## src/rtl/mem_arbiter.sv

```systemverilog
// -----------------------------------------------------------------------------
// mem_arbiter
//
// Two-port arbiter in front of a single-ported synchronous word memory.
// Port A is the accumulator sequencer, port B the host loader. One port owns
// the memory at a time (registered grant). An access is issued in a cycle
// only when the owner is also requesting. Read data returns one cycle after
// the read enable and is flagged to the issuing port with rvalid.
//
// Ports:
//   clk                  clock, rising edge
//   reset                asynchronous, active-high reset
//   i_req_a / i_req_b    access request
//   i_we_a / i_we_b      1 = write, 0 = read (qualified by request)
//   i_addr_a / i_addr_b  word address
//   i_wdata_a/i_wdata_b  write data
//   i_lock_a / i_lock_b  hold grant across consecutive accesses
//   o_gnt_a / o_gnt_b    port owns the memory this cycle
//   o_rvalid_a/_b        read data valid for that port
//   o_rdata              shared read data (mirror of i_mem_data_out)
//   o_mem_address        memory address
//   o_mem_read_enable    memory read strobe
//   o_mem_write_enable   memory write strobe
//   o_mem_data_in        memory write data
//   i_mem_data_out       memory read data, valid one cycle after read enable
//   o_conflict_cnt       saturating count of cycles where a requester waited
//                        while the other port accessed the memory
// -----------------------------------------------------------------------------
module mem_arbiter #(
  parameter int unsigned ADDR_W = 5,
  parameter int unsigned DATA_W = 16
) (
  input  logic              clk,
  input  logic              reset,

  input  logic              i_req_a,
  input  logic              i_we_a,
  input  logic [ADDR_W-1:0] i_addr_a,
  input  logic [DATA_W-1:0] i_wdata_a,
  input  logic              i_lock_a,

  input  logic              i_req_b,
  input  logic              i_we_b,
  input  logic [ADDR_W-1:0] i_addr_b,
  input  logic [DATA_W-1:0] i_wdata_b,
  input  logic              i_lock_b,

  output logic              o_gnt_a,
  output logic              o_gnt_b,
  output logic              o_rvalid_a,
  output logic              o_rvalid_b,
  output logic [DATA_W-1:0] o_rdata,

  output logic [ADDR_W-1:0] o_mem_address,
  output logic              o_mem_read_enable,
  output logic              o_mem_write_enable,
  output logic [DATA_W-1:0] o_mem_data_in,
  input  logic [DATA_W-1:0] i_mem_data_out,

  output logic [7:0]        o_conflict_cnt
);

  typedef enum logic [1:0] {
    StNone = 2'd0,
    StOwnA = 2'd1,
    StOwnB = 2'd2
  } owner_e;

  // State
  owner_e      r_owner;
  logic        r_last_b;      // 1 = port B served the most recent access
  logic        r_rvalid_a;
  logic        r_rvalid_b;
  logic [7:0]  r_conflict_cnt;

  // Next-state / combinational
  owner_e      w_owner_next;
  logic        w_last_b_next;
  logic        w_rvalid_a_next;
  logic        w_rvalid_b_next;
  logic [7:0]  w_conflict_cnt_next;
  logic        w_issue_a;
  logic        w_issue_b;
  logic        w_conflict;

  // ---------------------------------------------------------------------------
  // State registers
  // ---------------------------------------------------------------------------
  always_ff @(posedge clk or posedge reset) begin
    if (reset) begin
      r_owner        <= StNone;
      r_last_b       <= 1'b1;  // A wins the first tie after reset
      r_rvalid_a     <= 1'b0;
      r_rvalid_b     <= 1'b0;
      r_conflict_cnt <= 8'd0;
    end else begin
      r_owner        <= w_owner_next;
      r_last_b       <= w_last_b_next;
      r_rvalid_a     <= w_rvalid_a_next;
      r_rvalid_b     <= w_rvalid_b_next;
      r_conflict_cnt <= w_conflict_cnt_next;
    end
  end

  // ---------------------------------------------------------------------------
  // Next-state and memory-side outputs
  // ---------------------------------------------------------------------------
  always_comb begin
    w_owner_next        = StNone;
    w_last_b_next       = r_last_b;
    w_rvalid_a_next     = 1'b0;
    w_rvalid_b_next     = 1'b0;
    w_conflict_cnt_next = r_conflict_cnt;
    w_issue_a           = 1'b0;
    w_issue_b           = 1'b0;
    w_conflict          = 1'b0;
    o_mem_address       = '0;
    o_mem_data_in       = '0;
    o_mem_read_enable   = 1'b0;
    o_mem_write_enable  = 1'b0;

    // An owner that is not requesting this cycle issues nothing.
    w_issue_a = (r_owner == StOwnA) && i_req_a;
    w_issue_b = (r_owner == StOwnB) && i_req_b;

    if (w_issue_a) begin
      o_mem_address      = i_addr_a;
      o_mem_data_in      = i_wdata_a;
      o_mem_write_enable = i_we_a;
      o_mem_read_enable  = !i_we_a;
      w_last_b_next      = 1'b0;
      w_rvalid_a_next    = !i_we_a;
    end else if (w_issue_b) begin
      o_mem_address      = i_addr_b;
      o_mem_data_in      = i_wdata_b;
      o_mem_write_enable = i_we_b;
      o_mem_read_enable  = !i_we_b;
      w_last_b_next      = 1'b1;
      w_rvalid_b_next    = !i_we_b;
    end

    // Priority: locked owner keeps it, then hand over to a waiting other
    // port, then an unlocked owner keeps it, else release.
    unique case (r_owner)
      StOwnA: begin
        if (i_req_a && i_lock_a) begin
          w_owner_next = StOwnA;
        end else if (i_req_b) begin
          w_owner_next = StOwnB;
        end else if (i_req_a) begin
          w_owner_next = StOwnA;
        end else begin
          w_owner_next = StNone;
        end
      end
      StOwnB: begin
        if (i_req_b && i_lock_b) begin
          w_owner_next = StOwnB;
        end else if (i_req_a) begin
          w_owner_next = StOwnA;
        end else if (i_req_b) begin
          w_owner_next = StOwnB;
        end else begin
          w_owner_next = StNone;
        end
      end
      default: begin
        // From idle, a tie goes to the port not served last.
        if (i_req_a && i_req_b) begin
          w_owner_next = r_last_b ? StOwnA : StOwnB;
        end else if (i_req_a) begin
          w_owner_next = StOwnA;
        end else if (i_req_b) begin
          w_owner_next = StOwnB;
        end else begin
          w_owner_next = StNone;
        end
      end
    endcase

    // A waiting requester only counts when the other port actually accessed.
    w_conflict = (i_req_a && (r_owner != StOwnA) && w_issue_b) ||
                 (i_req_b && (r_owner != StOwnB) && w_issue_a);
    if (w_conflict && (r_conflict_cnt != 8'hFF)) begin
      w_conflict_cnt_next = r_conflict_cnt + 8'd1;
    end
  end

  // ---------------------------------------------------------------------------
  // Port-side outputs
  // ---------------------------------------------------------------------------
  assign o_gnt_a        = (r_owner == StOwnA);
  assign o_gnt_b        = (r_owner == StOwnB);
  assign o_rvalid_a     = r_rvalid_a;
  assign o_rvalid_b     = r_rvalid_b;
  assign o_rdata        = i_mem_data_out;
  assign o_conflict_cnt = r_conflict_cnt;

endmodule

```

## config.mk

```make
export PLATFORM = sky130hd
export DESIGN_NAME = mem_arbiter
export DESIGN_NICKNAME = d
export VERILOG_FILES = /design/src/rtl/mem_arbiter.sv
export SDC_FILE = /design/constraint.sdc
export NUM_CORES = 1
export LEC_CHECK = 0
export BUFFER_PORTS_ARGS = -buffer_cell sky130_fd_sc_hd__buf_2
export CORE_MARGIN = 8
export CORE_UTILIZATION = 38
export CTS_CLUSTER_DIAMETER = 150
export DETAILED_ROUTE_END_ITERATION = 10
export MAX_ROUTING_LAYER = met4
export PLACE_DENSITY = 0.86
export SETUP_SLACK_MARGIN = 0.1
export SYNTH_ARGS = -nofsm -noshare
export SYNTH_HDL_FRONTEND = slang
export SYNTH_SLANG_ARGS = --single-unit
```

## constraint.sdc

```tcl
create_clock -name clk -period 3.1 [get_ports clk]
set_input_delay 0.31 -clock clk [delete_from_list [all_inputs] [get_ports clk]]
set_output_delay 0.31 -clock clk [all_outputs]
set_load 0.1 [all_outputs]
```

Yosys cells after proc, flatten, opt, wreduce, memory -nomap -nowiden
Cells that the tools add are included.

Bitwise logic cells: 0. $mul: 0. Reductions and logical operators: 14. Multiplexer cells: 21. $add $sub $neg: 1. Magnitude comparators: 0. Divide/modulo/power cells: 0. Shift operators: 0. Equality and inequality tests: 5.

Operators with widths (number): 16-bit 2-to-1 mux (2); 2-bit 2-to-1 mux (7); 1-bit logical AND (10); 5-bit 2-to-1 mux (2); 1-bit 2-to-1 mux (9); 8-bit by 1-bit adder with 8-bit output, second input constant (1); 8-bit inequality test, second input constant (1); 2-bit one-hot mux with 2 select lines (1); 2-bit by 1-bit equality test with 1-bit output, second input constant (1); 2-bit equality test, second input constant (1); 1-bit logical NOT (2); 2-bit by 1-bit inequality test with 1-bit output, second input constant (1); 2-bit inequality test, second input constant (1); 2-bit nonzero test (1); 1-bit logical OR (1).

Input bits: 66. ROM bits: 0. Register bits after elaboration: 13. Memories kept: 0. Output and inout bits: 51. Bits in writable memories: 0. Latch bits: 0.

Depth between registers and ports, before layout
Depth in word-level cells: 5. Gate-level depth with buffers: 6.

Worst setup path before layout
OpenSTA, ideal clock, no wires.

Path type: reg2out. Start point: register r_owner[0]. End point: output o_mem_read_enable. Path slack: 0.457 ns. Data required time: 2.790 ns. Buffers on the path: 0. Arrival time: 2.333 ns. Stages on the path, launching flop included: 5. Path through: dfrtp_1 ha_1 nand2_1 nand3_1 o22ai_1.

Longest elaborated chain between the ends: 4. Elaborated cells on any way between the ends: 6.

Ends and longest elaborated chain: start, declared (line 70) `owner_e r_owner;`; start signal, assigned (line 91) `r_owner <= StNone;`; start signal, assigned (line 97) `r_owner <= w_owner_next;`; 2-bit equality test (line 124) `w_issue_b = (r_owner == StOwnB) && i_req_b;`; 1-bit logical AND (line 124); 1-bit 2-to-1 mux (line 133) `end else if (w_issue_b) begin`; 1-bit 2-to-1 mux * (line 126) `if (w_issue_a) begin`; end, declared (line 55) `output logic o_mem_read_enable,`.

Every way passes the cells marked *; elsewhere a longest branch is shown, timed or not.

Worst setup path in the final report
Start point: register r_owner[1]. End point: output o_mem_data_in[14].

Longest elaborated chain between the ends: 4. Elaborated cells on any way between the ends: 6.

Ends and longest elaborated chain: 2-bit equality test (line 124); 1-bit logical AND (line 124); 16-bit 2-to-1 mux (line 133); 16-bit 2-to-1 mux * (line 126); end, declared (line 57) `output logic [DATA_W-1:0] o_mem_data_in,`.

Marked as above.

==> results.ini <==
[logic_synthesis]
synth-main-ff-cell=dfrtp_1
netlist.area_leader.share_pct=26.8
ys_top_cells_by_area=dfrtp_1 (27%), a22o_1 (17%), buf_4 (11%)
synth_top_cell_by_area=dfrtp_1
syn-cell-area_mm2=0.00112
syn-num-nets=188
syn_avg_cell_area_um2=9.59
synth.distinct_cells=34
synth_cells=117
synth-edff-count=0
yosysSeqAreaShare_pct=29.1
synthArstFlopShare_pct=100
yosys_warnings=0
yosysMostFrequentCell=a22o_1
ys_ff_latch=13
ys_top_cells_by_count=a22o_1 (22), buf_4 (16), dfrtp_1 (12)

[drt]
ant_nets=0
num_vias=1155
drc=0
via_per_inst=5.37
first_pass_iters=4
wl_per_cell_um=16.3
drt-total-wl_um=3510
drt_iter0_markers=21

[floorplanning]
start_util_pct=40.4
dieArea_mm2=0.00495
rows=19
io_pins=117
die_w_um=70.3
core_mm2=0.00278
die_y_um=70.3

[critical_path]
cp.required_ns=2.79
crit_chain=inv_1, ha_1, nand2_1, and3_1, a22o_1, buf_2
critPathLaunchType=flip-flop
crit_slowest_cell=and3_1
cp_top_family=simple AND/OR/NAND/NOR gates
path_class=flip-flop to output port
crit_path_max_incr_delay_ns=0.63
crit_buf_inv=2
cp_max_fo=22
cp-end-kind=output port
crit_arrival_ns=2.38

[global_routing]
grt_pass1_vias=1181
grt_use_total_pct=14.1
grt_max_degree=24
antenna_found_initial=0
grt_pass1_wl_um=5840
grt.overflow.total=0

[sta]
finalMaxSlewViolations=0
hold_ws_ns=0.0469
worstMarginPinSlew_ns=0.739
period_share_pct=86.8
period_needed_ns=2.69
fin_skew_ns=0.00375
rsz0062_at_grt=false
max_freq_mhz=371
tns_ns=0
hold_viol=0
finalSetupViolations=0
max_slew_margin_pct=50.7
setup_ws_ns=0.408

[clocking]
clkTransAtPathRegs_ns=0.08
cts_root_buf=clkbuf_4
h-tree-depth=1
cts_setup_buffers=0
cts_tree=done
clock-sinks=13
hold_buffers=0
clk_latency_ns=0.27
cts_buffers=3
clock_path_buffers=2
cts_resized=0

[pwr]
p_leak_nw=0.827
pwr_density_cell_mw_per_mm2=1280
ir_worst_vdd_uv=967

[place]
gp_congestion=0.749
dpl.cell_count=211
io_buffers=84
pre_cts_ws_ns=0.716
hpwl_um=2930

[cells_and_area]
diodes=0
num-fill-cells=263
seq_area_um2=327
multiInputGateArea_um2=626
drive_gt1_share_pct=53.3
area_delta_synth_final_pct=30.4
finish.utilization_pct=52.6
finalNetCount=256
final-instance-count-excl-fill=215

[worst_hold_path]
min_path_type=primary input to asynchronous set/reset pin

[outcome]
status=finished, final reports clean

[flow_run]
maxCapViolCount=0

-- path summary, 6_finish.rpt --
check	end	depth (start not counted)	start	slack [ns]
max in group asynchronous	r_last_b	2	reset	2.69
min in group clk	o_rvalid_a	2	i_we_a	0.22
hold reg to reg	r_last_b	2	r_last_b	0.54
hold / removal	o_conflict_cnt[2]	2	reset	0.05
setup reg to reg	o_conflict_cnt[1]	6	r_owner[0]	1.36
setup / recovery	o_mem_data_in[14]	6	r_owner[1]	0.41
-- per-stage QoR --
step                      power (W)  cell area, um^2
after global routing        0.00197             1460
after CTS                   0.00189             1460
after floorplan             0.00166             1120
after detailed placement    0.00178             1440
after global placement      0.00176             1440
final                       0.00187             1460
-- cell type report --
| cell class | count | area share, % |
|---|---|---|
| timing repair buffer | 84 | 28.7 |
| sequential | 13 | 22.3 |
| clock buffer | 4 | 1.79 |
| inverter | 7 | 1.79 |
| multi-input combinational | 76 | 42.7 |
| tap | 31 | 2.65 |
-- routing by layer --
layer  wire length [um]  share of wire, %  vias to the layer above  GRT usage (%)
met5                  0                 0                        -              -
met1               1460                42                      508           16.4
met2               1560                44                       77           21.7
met3                428                12                       16           5.23
li1                   -                 -                      554              -
met4                 62               1.8                        0           4.69
-- power by group --
| group | total [W] | switching (W) | internal [W] |
|---|---|---|---|
| clock network | 0.000104 | 0.0000538 | 0.0000499 |
| logic | 0.00148 | 0.00119 | 0.000286 |
| registers | 0.000286 | 0.0000580 | 0.000228 |
| total | 0.00187 | 0.00131 | 0.000564 |
-- placed cells by master (no fill, tap or decap), types with 2 or more instances in the layout --
cell,Yosys,layout
nor2_1,6,6
dfrtp_1,12,12
a41oi_1,2,2
ha_1,5,5
inv_1,7,7
a21oi_1,5,5
and2_1,2,2
nand2b_4,2,2
nand3_1,5,5
clkbuf_4,0,3
and3_1,3,3
a22o_1,22,22
nand2_1,5,5
buf_2,4,84
xor2_1,2,2
-- flip-flops by register name, indices dropped and copies added (netlist names) --
signal	count
r_owner	2
r_last_b	1
o_rvalid_a	1
o_rvalid_b	1
o_conflict_cnt	8
-- kinds of logic after synthesis --
logic type	count (synthesis)	share of synthesized area, %
AO/OA/AOI/OAI	39	31.1
XOR/XNOR	3	2.34
adder cells (fa/ha/maj)	5	5.57
buffers and inverters	28	15.2
flip-flops	13	29.1
multiplexers	2	2.34
AND/OR/NAND/NOR	27	14.4
Power figures use the tool's default switching activity.
